===== config.mk =====
export PLATFORM = sky130hd
export DESIGN_NAME = fft_frame_scheduler
export DESIGN_NICKNAME = d
export VERILOG_FILES = /design/src/rtl/fft_frame_scheduler.sv
export SDC_FILE = /design/constraint.sdc
export NUM_CORES = 1
export LEC_CHECK = 0
export BUFFER_PORTS_ARGS = -buffer_cell sky130_fd_sc_hd__buf_4
export CORE_MARGIN = 10
export CORE_UTILIZATION = 30
export CTS_CLUSTER_DIAMETER = 40
export DETAILED_ROUTE_END_ITERATION = 8
export GPL_TIMING_DRIVEN = 0
export PLACE_DENSITY = 0.58
export REMOVE_ABC_BUFFERS = 1
export SLEW_MARGIN = 20
export SYNTH_ARGS = -nofsm -noshare
export SYNTH_HDL_FRONTEND = slang
export SYNTH_SLANG_ARGS = --single-unit

===== constraint.sdc =====
create_clock -name clk -period 2.4 [get_ports clk]
set_input_delay 0.24 -clock clk [delete_from_list [all_inputs] [get_ports clk]]
set_output_delay 0.24 -clock clk [all_outputs]
set_load 0.1 [all_outputs]

===== src/rtl/fft_frame_scheduler.sv =====
// Round-robin frame scheduler: shares one FFT core between two sample sources,
// loads whole frames into it and drains the results to one tagged output port.
module fft_frame_scheduler #(
  parameter int SIZE_BUFFER   = 8,
  parameter int DATA_FFT_SIZE = 16,
  parameter int SIZE_DATA_OUT = DATA_FFT_SIZE + SIZE_BUFFER - 2,
  parameter int TIMEOUT       = 8191
) (
  input  logic                     clk,
  input  logic                     reset,
  input  logic                     req0,
  input  logic                     req1,
  output logic                     gnt0,
  output logic                     gnt1,
  input  logic [DATA_FFT_SIZE-1:0] src0_i,
  input  logic [DATA_FFT_SIZE-1:0] src0_q,
  input  logic [DATA_FFT_SIZE-1:0] src1_i,
  input  logic [DATA_FFT_SIZE-1:0] src1_q,
  output logic                     fft_valid,
  output logic [DATA_FFT_SIZE-1:0] fft_data_i,
  output logic [DATA_FFT_SIZE-1:0] fft_data_q,
  input  logic                     fft_wait_data,
  input  logic                     fft_complete,
  input  logic [SIZE_DATA_OUT-1:0] fft_out_i,
  input  logic [SIZE_DATA_OUT-1:0] fft_out_q,
  output logic                     fft_ready_recive,
  output logic                     out_valid,
  input  logic                     out_ready,
  output logic [SIZE_DATA_OUT-1:0] out_i,
  output logic [SIZE_DATA_OUT-1:0] out_q,
  output logic                     out_src,
  output logic                     out_last,
  output logic                     busy,
  output logic                     err_timeout
);

  localparam int unsigned NFFT = 2 ** SIZE_BUFFER;
  localparam int unsigned CW   = SIZE_BUFFER + 1;
  localparam int unsigned TW   = $clog2(TIMEOUT + 1);

  localparam logic [1:0] ST_IDLE  = 2'd0;
  localparam logic [1:0] ST_LOAD  = 2'd1;
  localparam logic [1:0] ST_PROC  = 2'd2;
  localparam logic [1:0] ST_DRAIN = 2'd3;

  logic [1:0]               state_q, state_d;
  logic [CW-1:0]            ld_cnt_q, ld_cnt_d;
  logic [TW-1:0]            to_cnt_q, to_cnt_d;
  logic [CW-1:0]            out_cnt_q, out_cnt_d;
  logic                     last_src_q, last_src_d;
  logic                     src_q, src_d;
  logic                     gnt0_q, gnt0_d;
  logic                     gnt1_q, gnt1_d;
  logic                     fft_valid_q, fft_valid_d;
  logic [DATA_FFT_SIZE-1:0] fft_di_q, fft_di_d;
  logic [DATA_FFT_SIZE-1:0] fft_dq_q, fft_dq_d;
  logic                     busy_q, busy_d;
  logic                     err_q, err_d;

  logic in_drain;
  logic xfer;
  logic win;

  // Result path is a straight pass-through of the core, gated to DRAIN.
  assign in_drain         = (state_q == ST_DRAIN);
  assign fft_ready_recive = in_drain & out_ready;
  assign out_valid        = in_drain & fft_complete;
  assign out_i            = in_drain ? fft_out_i : '0;
  assign out_q            = in_drain ? fft_out_q : '0;
  assign out_last         = out_valid & (out_cnt_q == CW'(NFFT - 1));
  assign xfer             = out_valid & out_ready;

  // Tie goes to the source that did not win last; a lone requester always wins.
  assign win = (req0 && req1) ? ~last_src_q : req1;

  always_comb begin
    state_d     = state_q;
    ld_cnt_d    = ld_cnt_q;
    to_cnt_d    = to_cnt_q;
    out_cnt_d   = out_cnt_q;
    last_src_d  = last_src_q;
    src_d       = src_q;
    gnt0_d      = gnt0_q;
    gnt1_d      = gnt1_q;
    err_d       = err_q;

    case (state_q)
      ST_IDLE: begin
        if (fft_wait_data && (req0 || req1)) begin
          state_d    = ST_LOAD;
          ld_cnt_d   = '0;
          gnt0_d     = ~win;
          gnt1_d     = win;
          src_d      = win;
          last_src_d = win;
        end
      end
      ST_LOAD: begin
        if (ld_cnt_q == CW'(NFFT - 1)) begin
          state_d  = ST_PROC;
          gnt0_d   = 1'b0;
          gnt1_d   = 1'b0;
          ld_cnt_d = '0;
          to_cnt_d = '0;
        end else begin
          ld_cnt_d = ld_cnt_q + CW'(1);
        end
      end
      ST_PROC: begin
        if (fft_complete) begin
          state_d   = ST_DRAIN;
          out_cnt_d = '0;
        end else if (to_cnt_q == TW'(TIMEOUT - 1)) begin
          state_d  = ST_IDLE;
          err_d    = 1'b1;
          to_cnt_d = '0;
        end else begin
          to_cnt_d = to_cnt_q + TW'(1);
        end
      end
      ST_DRAIN: begin
        if (xfer) begin
          if (out_cnt_q == CW'(NFFT - 1)) begin
            state_d   = ST_IDLE;
            out_cnt_d = '0;
          end else begin
            out_cnt_d = out_cnt_q + CW'(1);
          end
        end
      end
      default: state_d = ST_IDLE;
    endcase

    // Core input is the granted sample, one cycle behind the grant.
    fft_valid_d = gnt0_q | gnt1_q;
    fft_di_d    = gnt0_q ? src0_i : (gnt1_q ? src1_i : '0);
    fft_dq_d    = gnt0_q ? src0_q : (gnt1_q ? src1_q : '0);
    busy_d      = (state_d != ST_IDLE);
  end

  always_ff @(posedge clk or negedge reset) begin
    if (!reset) begin
      state_q     <= ST_IDLE;
      ld_cnt_q    <= '0;
      to_cnt_q    <= '0;
      out_cnt_q   <= '0;
      last_src_q  <= 1'b1;
      src_q       <= 1'b0;
      gnt0_q      <= 1'b0;
      gnt1_q      <= 1'b0;
      fft_valid_q <= 1'b0;
      fft_di_q    <= '0;
      fft_dq_q    <= '0;
      busy_q      <= 1'b0;
      err_q       <= 1'b0;
    end else begin
      state_q     <= state_d;
      ld_cnt_q    <= ld_cnt_d;
      to_cnt_q    <= to_cnt_d;
      out_cnt_q   <= out_cnt_d;
      last_src_q  <= last_src_d;
      src_q       <= src_d;
      gnt0_q      <= gnt0_d;
      gnt1_q      <= gnt1_d;
      fft_valid_q <= fft_valid_d;
      fft_di_q    <= fft_di_d;
      fft_dq_q    <= fft_dq_d;
      busy_q      <= busy_d;
      err_q       <= err_d;
    end
  end

  assign gnt0        = gnt0_q;
  assign gnt1        = gnt1_q;
  assign fft_valid   = fft_valid_q;
  assign fft_data_i  = fft_di_q;
  assign fft_data_q  = fft_dq_q;
  assign out_src     = src_q;
  assign busy        = busy_q;
  assign err_timeout = err_q;

endmodule


=== Yosys cells after proc, flatten, opt, wreduce, memory -nomap -nowiden ===
Index checks and enable logic that the tools add are counted.

* Word-level logic and storage cells: 79
* Register bits after elaboration: 72
* Input port bits: 115
* Output and inout bits: 85

* Equal/unequal tests: 11
* Add/subtract/negate cells: 3
* Mux-type cells: 30
* Reductions and logical operators: 14
* Bitwise logic cells: 8

{| class="wikitable"
|+ Operator list
! kind !! number
|-
| two-way mux 16 bit || 4
|-
| two-way mux 9 bit || 5
|-
| two-way mux 22 bit || 2
|-
| two-way mux 13 bit || 3
|-
| case mux 9 bit (2 select lines) || 2
|-
| case mux 13 bit (2 select lines) || 1
|-
| adder 9 x 1 -> 9 bit, second input constant || 2
|-
| == test 9 x 8 -> 1 bit, second input constant || 2
|-
| adder 13 x 1 -> 13 bit, second input constant || 1
|-
| == test 13 bit, second input constant || 1
|-
| two-way mux 2 bit || 6
|-
| AND reduction 3 bit || 4
|-
| inequality test 2 bit, second input constant || 4
|-
| case mux 2 bit (4 select lines) || 1
|-
| nonzero test 2 bit || 4
|-
| AND 1 bit || 4
|-
| == test 2 bit, second input constant || 2
|-
| two-way mux 1 bit || 4
|-
| case mux 1 bit (2 select lines) || 2
|-
| AND reduction 2 bit || 2
|-
| inverter 1 bit || 3
|-
| == test 2 x 1 -> 1 bit, second input constant || 1
|-
| logical AND 1 bit || 2
|-
| zero test 2 bit || 1
|-
| other kinds (3) || 3
|}

=== Longest topological paths before layout ===
* Depth in word-level cells: 6
* Mapped depth: 7
* Gate-level depth less buffers: 6

=== Least setup slack after synthesis ===
OpenSTA, ideal clock, no wires.

* Kind: reg-to-output
* Start point: reg state_q[0]
* End point: out out_last
* Buffers on the path: 1
* Slack: -587 ps
* Arrival: 2747 ps
* Cell stages (with the launch flop): 4
* Required time: 2160 ps
* Cells stage by stage: dfrtp_1 -> buf_6 -> and3_1 -> nor2b_1

* Cells in the longest elaborated chain, start to end: 3

{| class="wikitable"
|+ RTL lines
! item !! RTL line !! RTL
|-
| start: declaration || 46 || <nowiki>logic [1:0] state_q, state_d;</nowiki>
|-
| start signal: assignment || 157 || <nowiki>state_q <= state_d;</nowiki>
|-
| == test 2 bit || 65 || <nowiki>assign in_drain = (state_q == ST_DRAIN);</nowiki>
|-
| AND 1 bit || 67 || <nowiki>assign out_valid = in_drain & fft_complete;</nowiki>
|-
| via out_valid || 27 || <nowiki>output logic out_valid,</nowiki>
|-
| AND 1 bit || 70 || <nowiki>assign out_last = out_valid & (out_cnt_q == CW'(NFFT - 1));</nowiki>
|-
| end: declaration || 32 || <nowiki>output logic out_last,</nowiki>
|}

The timed path passes the listed nets, and every way through them passes these cells.

=== Worst setup path after layout ===
* Start point: reg state_q[0]
* End point: reg to_cnt_q[6]

* Cells in the longest elaborated chain, start to end: 3
* Elaborated cells between the ends (all ways): 7
* Those cells by class: 4 x eq/ne; 1 x mux; 2 x reduce/logical

{| class="wikitable"
|+ RTL lines
! item !! RTL line !! RTL
|-
| == test 2 x 1 -> 1 bit or == test 2 bit (tied branches) || 87 || <nowiki>case (state_q)</nowiki>
|-
| inequality test 2 bit (no line) or nonzero test 2 bit (tied branches) || -- ||
|-
| AND reduction 3 bit (no line) || -- ||
|-
| end signal: assignment || 159 || <nowiki>to_cnt_q <= to_cnt_d;</nowiki>
|-
| end: declaration || 48 || <nowiki>logic [TW-1:0] to_cnt_q, to_cnt_d;</nowiki>
|}

Several ways; a longest one is shown, not always the timed one.
A chain may end at the register's enable or synchronous reset.

==> results.cfg <==
[run_status]
outcome = finished, final reports clean

[layout]
area_growth_pct = 50.7
final_common_cell = buf_4
final_layout_size_suffix_gt1_frac = 0.413
diodes = 0
final_nets = 666
stdcell_area_sq_mm = 0.00547
final_cell_mix = 199 x buf_4, 68 x dfrtp_1, 53 x and3_1

[yosys]
synth_top_area_frac = 0.489
seq_area_frac_synth = 0.496
synth-compound-area-share = 0.191
netlist_area_sq_mm = 0.00363
ys_ff_latch = 72
syn_inst = 362
synth_top_family_by_area = simple AND/OR/NAND/NOR gates
synth_mux_area_frac = 0.00827
synth_edf_count = 0
synthXorXnorAreaFrac = 0.00241
synth_fa_ha_area_frac = 0.0138
yosys.area_share.simple = 0.247
yosysUniqueCellTypes = 56
yosys.area.top_type = dfrtp_1
avgSynthCellArea_sq_um = 10.0
yosysWarnings = 0
ys_async_sr_fraction = 1.00
synth_area_leaders = dfrtp_1 49%, and3_1 9.1%, a22o_1 8.2%
synthFlopType = dfrtp_1

[route]
drtAntennaViolNets = 0
drt_pre_antenna_iters = 4
met3_length_um = 319
drt-total-wl_um = 13000
routed_via_density = 4.97
wl_met2_um = 7530
met1_length_um = 4970
initialDrtViolationCount = 150
wl_per_cell_um = 18.6
route.detailed.drc = 0
num_vias = 3473
top_layer = met4

[timing]
setup_violations = 0
rsz0062_at_grt = false
min_period_ns = 2.22
hold_violations = 0
fin_crit_sh = 0.926
slew_violations = 0
maxSlewHeadroom = 0.369
fin_tns_setup_ns = 0
worst_slew_pin_slew_ns = 0.947
fmax_mhz = 450
fin_skew_ns = 0.00626

[clocking]
cts_tree = done
clk_latency_ns = 0.33
cts.clk_slew.worst_paths_ns = 0.05
clock_path_buffers = 2
cts_root_buf = clkbuf_16
htreeDepth = 3
clkSinkCount = 72
cts_buffers = 9

[floorplan]
ios = 200
dieWidth_um = 130
rows = 40
die_area_sq_mm = 0.0169
die_y_um = 130
start_util = 0.305
core_sq_mm = 0.0119

[worst_setup_path]
reg2reg_depth = 4
cp_max_fo = 58
end_kind = flip-flop
r2r_setup_slack_ns = 0.18
critPathLaunchType = flip-flop
worstSetupPathType = reg2reg
cp.arrival_ns = 2.47
crit_required_ns = 2.65
r2r-start = state_q[0]$_DFF_PN0_
rr_endpoint = to_cnt_q[6]$_DFFE_PN0P_

[placed_design]
port_buffers = 199
hpwl_um = 9810
gp_congestion = 0.823
placed_cell_area_sq_mm = 0.00520

[global_route]
grt_max_degree = 73
grt_pass1_vias = 3514
grt_pass1_wl_um = 19400
antenna_found_initial = 0
grt_overflow = 0
grt_use_total = 0.146

[run]
cap_viol_max_count = 0

[hold_path]
min_path_type = in2async
-- area by class of cell --
class,count,area [sq um]
Inverter,9,33.8
Multi-Input combinational cell,256,1690
Timing Repair Buffer,199,1490
Fill cell,1179,6440
Sequential cell,72,1810
Clock inverter,4,22.5
Tap cell,147,184
Clock buffer,12,236
-- flip-flops by register name, summed over array words and instances, names as in the netlist, 2 cells and up --
| signal | count |
|---|---|
| out_cnt_q | 9 |
| state_q | 2 |
| fft_data_i | 16 |
| to_cnt_q | 13 |
| ld_cnt_q | 9 |
| fft_data_q | 16 |
-- synth_stat cells (all sizes together), types with 2 or more instances --
cell,count
a31oi,5
ha,4
nand3,23
or4,3
and4,2
nand2,33
or3,4
o22ai,2
clkbuf,19
nand4,8
inv,9
or2,4
and3,53
o21bai,3
dfrtp,71
a21oi,9
mux2i,3
nor3,3
o31ai,3
nand3b,2
nand2b,4
nor2,6
a22o,34
buf,6
o2bb2ai,2
and2,2
o21ai,15
nor2b,5
o311ai,3
a21boi,2
-- repair_timing --
item	in CTS	in global routing
endpoints found under the setup margin	3	0
setup buffers	0	0
hold buffers	0	0
gates resized for setup	1	0
-- kinds of logic after synthesis --
| group | after synthesis |
|---|---|
| AOI/OAI and AO/OA | 90 |
| xor gates and xnor gates | 1 |
| adders and majority gates | 4 |
| buffers and inverters | 34 |
| DFF | 72 |
| muxes | 3 |
| and+or+nand+nor | 158 |
-- routing by layer --
metal | GRT usage | up-vias
met5 | 0 | -
met4 | 0.0509 | 0
met3 | 0.0268 | 11
met2 | 0.267 | 41
met1 | 0.166 | 1699
li1 | - | 1722
-- worst max-delay path by stage --
stage	from	to	slack (ns)
after floorplan	state_q[0]$_DFF_PN0_	out_last	-1.08
after global placement	gnt0$_DFFE_PN0P_	fft_data_i[0]$_DFF_PN0_	-0.69
after detailed placement	state_q[1]$_DFF_PN0_	to_cnt_q[3]$_DFFE_PN0P_	-0.05
after CTS	state_q[0]$_DFF_PN0_	to_cnt_q[6]$_DFFE_PN0P_	0.0009
after global routing	state_q[0]$_DFF_PN0_	to_cnt_q[6]$_DFFE_PN0P_	0.02
final	state_q[0]$_DFF_PN0_	to_cnt_q[6]$_DFFE_PN0P_	0.18
-- through the flow --
stage               utilization  cells  hold WS (ns)  setup WS (ns)
floorplan                     -    337       -0.0556          -1.08
global placement          0.436    683         0.445         -0.695
detailed placement        0.437    683         0.450        -0.0510
CTS                       0.459    699        0.0926       0.000860
global route              0.459    699         0.110         0.0156
finish                    0.459    699        0.0538          0.177
-- worst max-delay path, stage by stage, from the launching register on --
cell     delay [ns]
dfrtp_2        0.85
and4b_1        0.34
a31oi_2        0.29
or4_1          0.56
o21ai_0        0.09
Power is left out: the tool's default activity adds up to more than one toggle a clock period on the data nets, which glitch-free logic cannot reach.
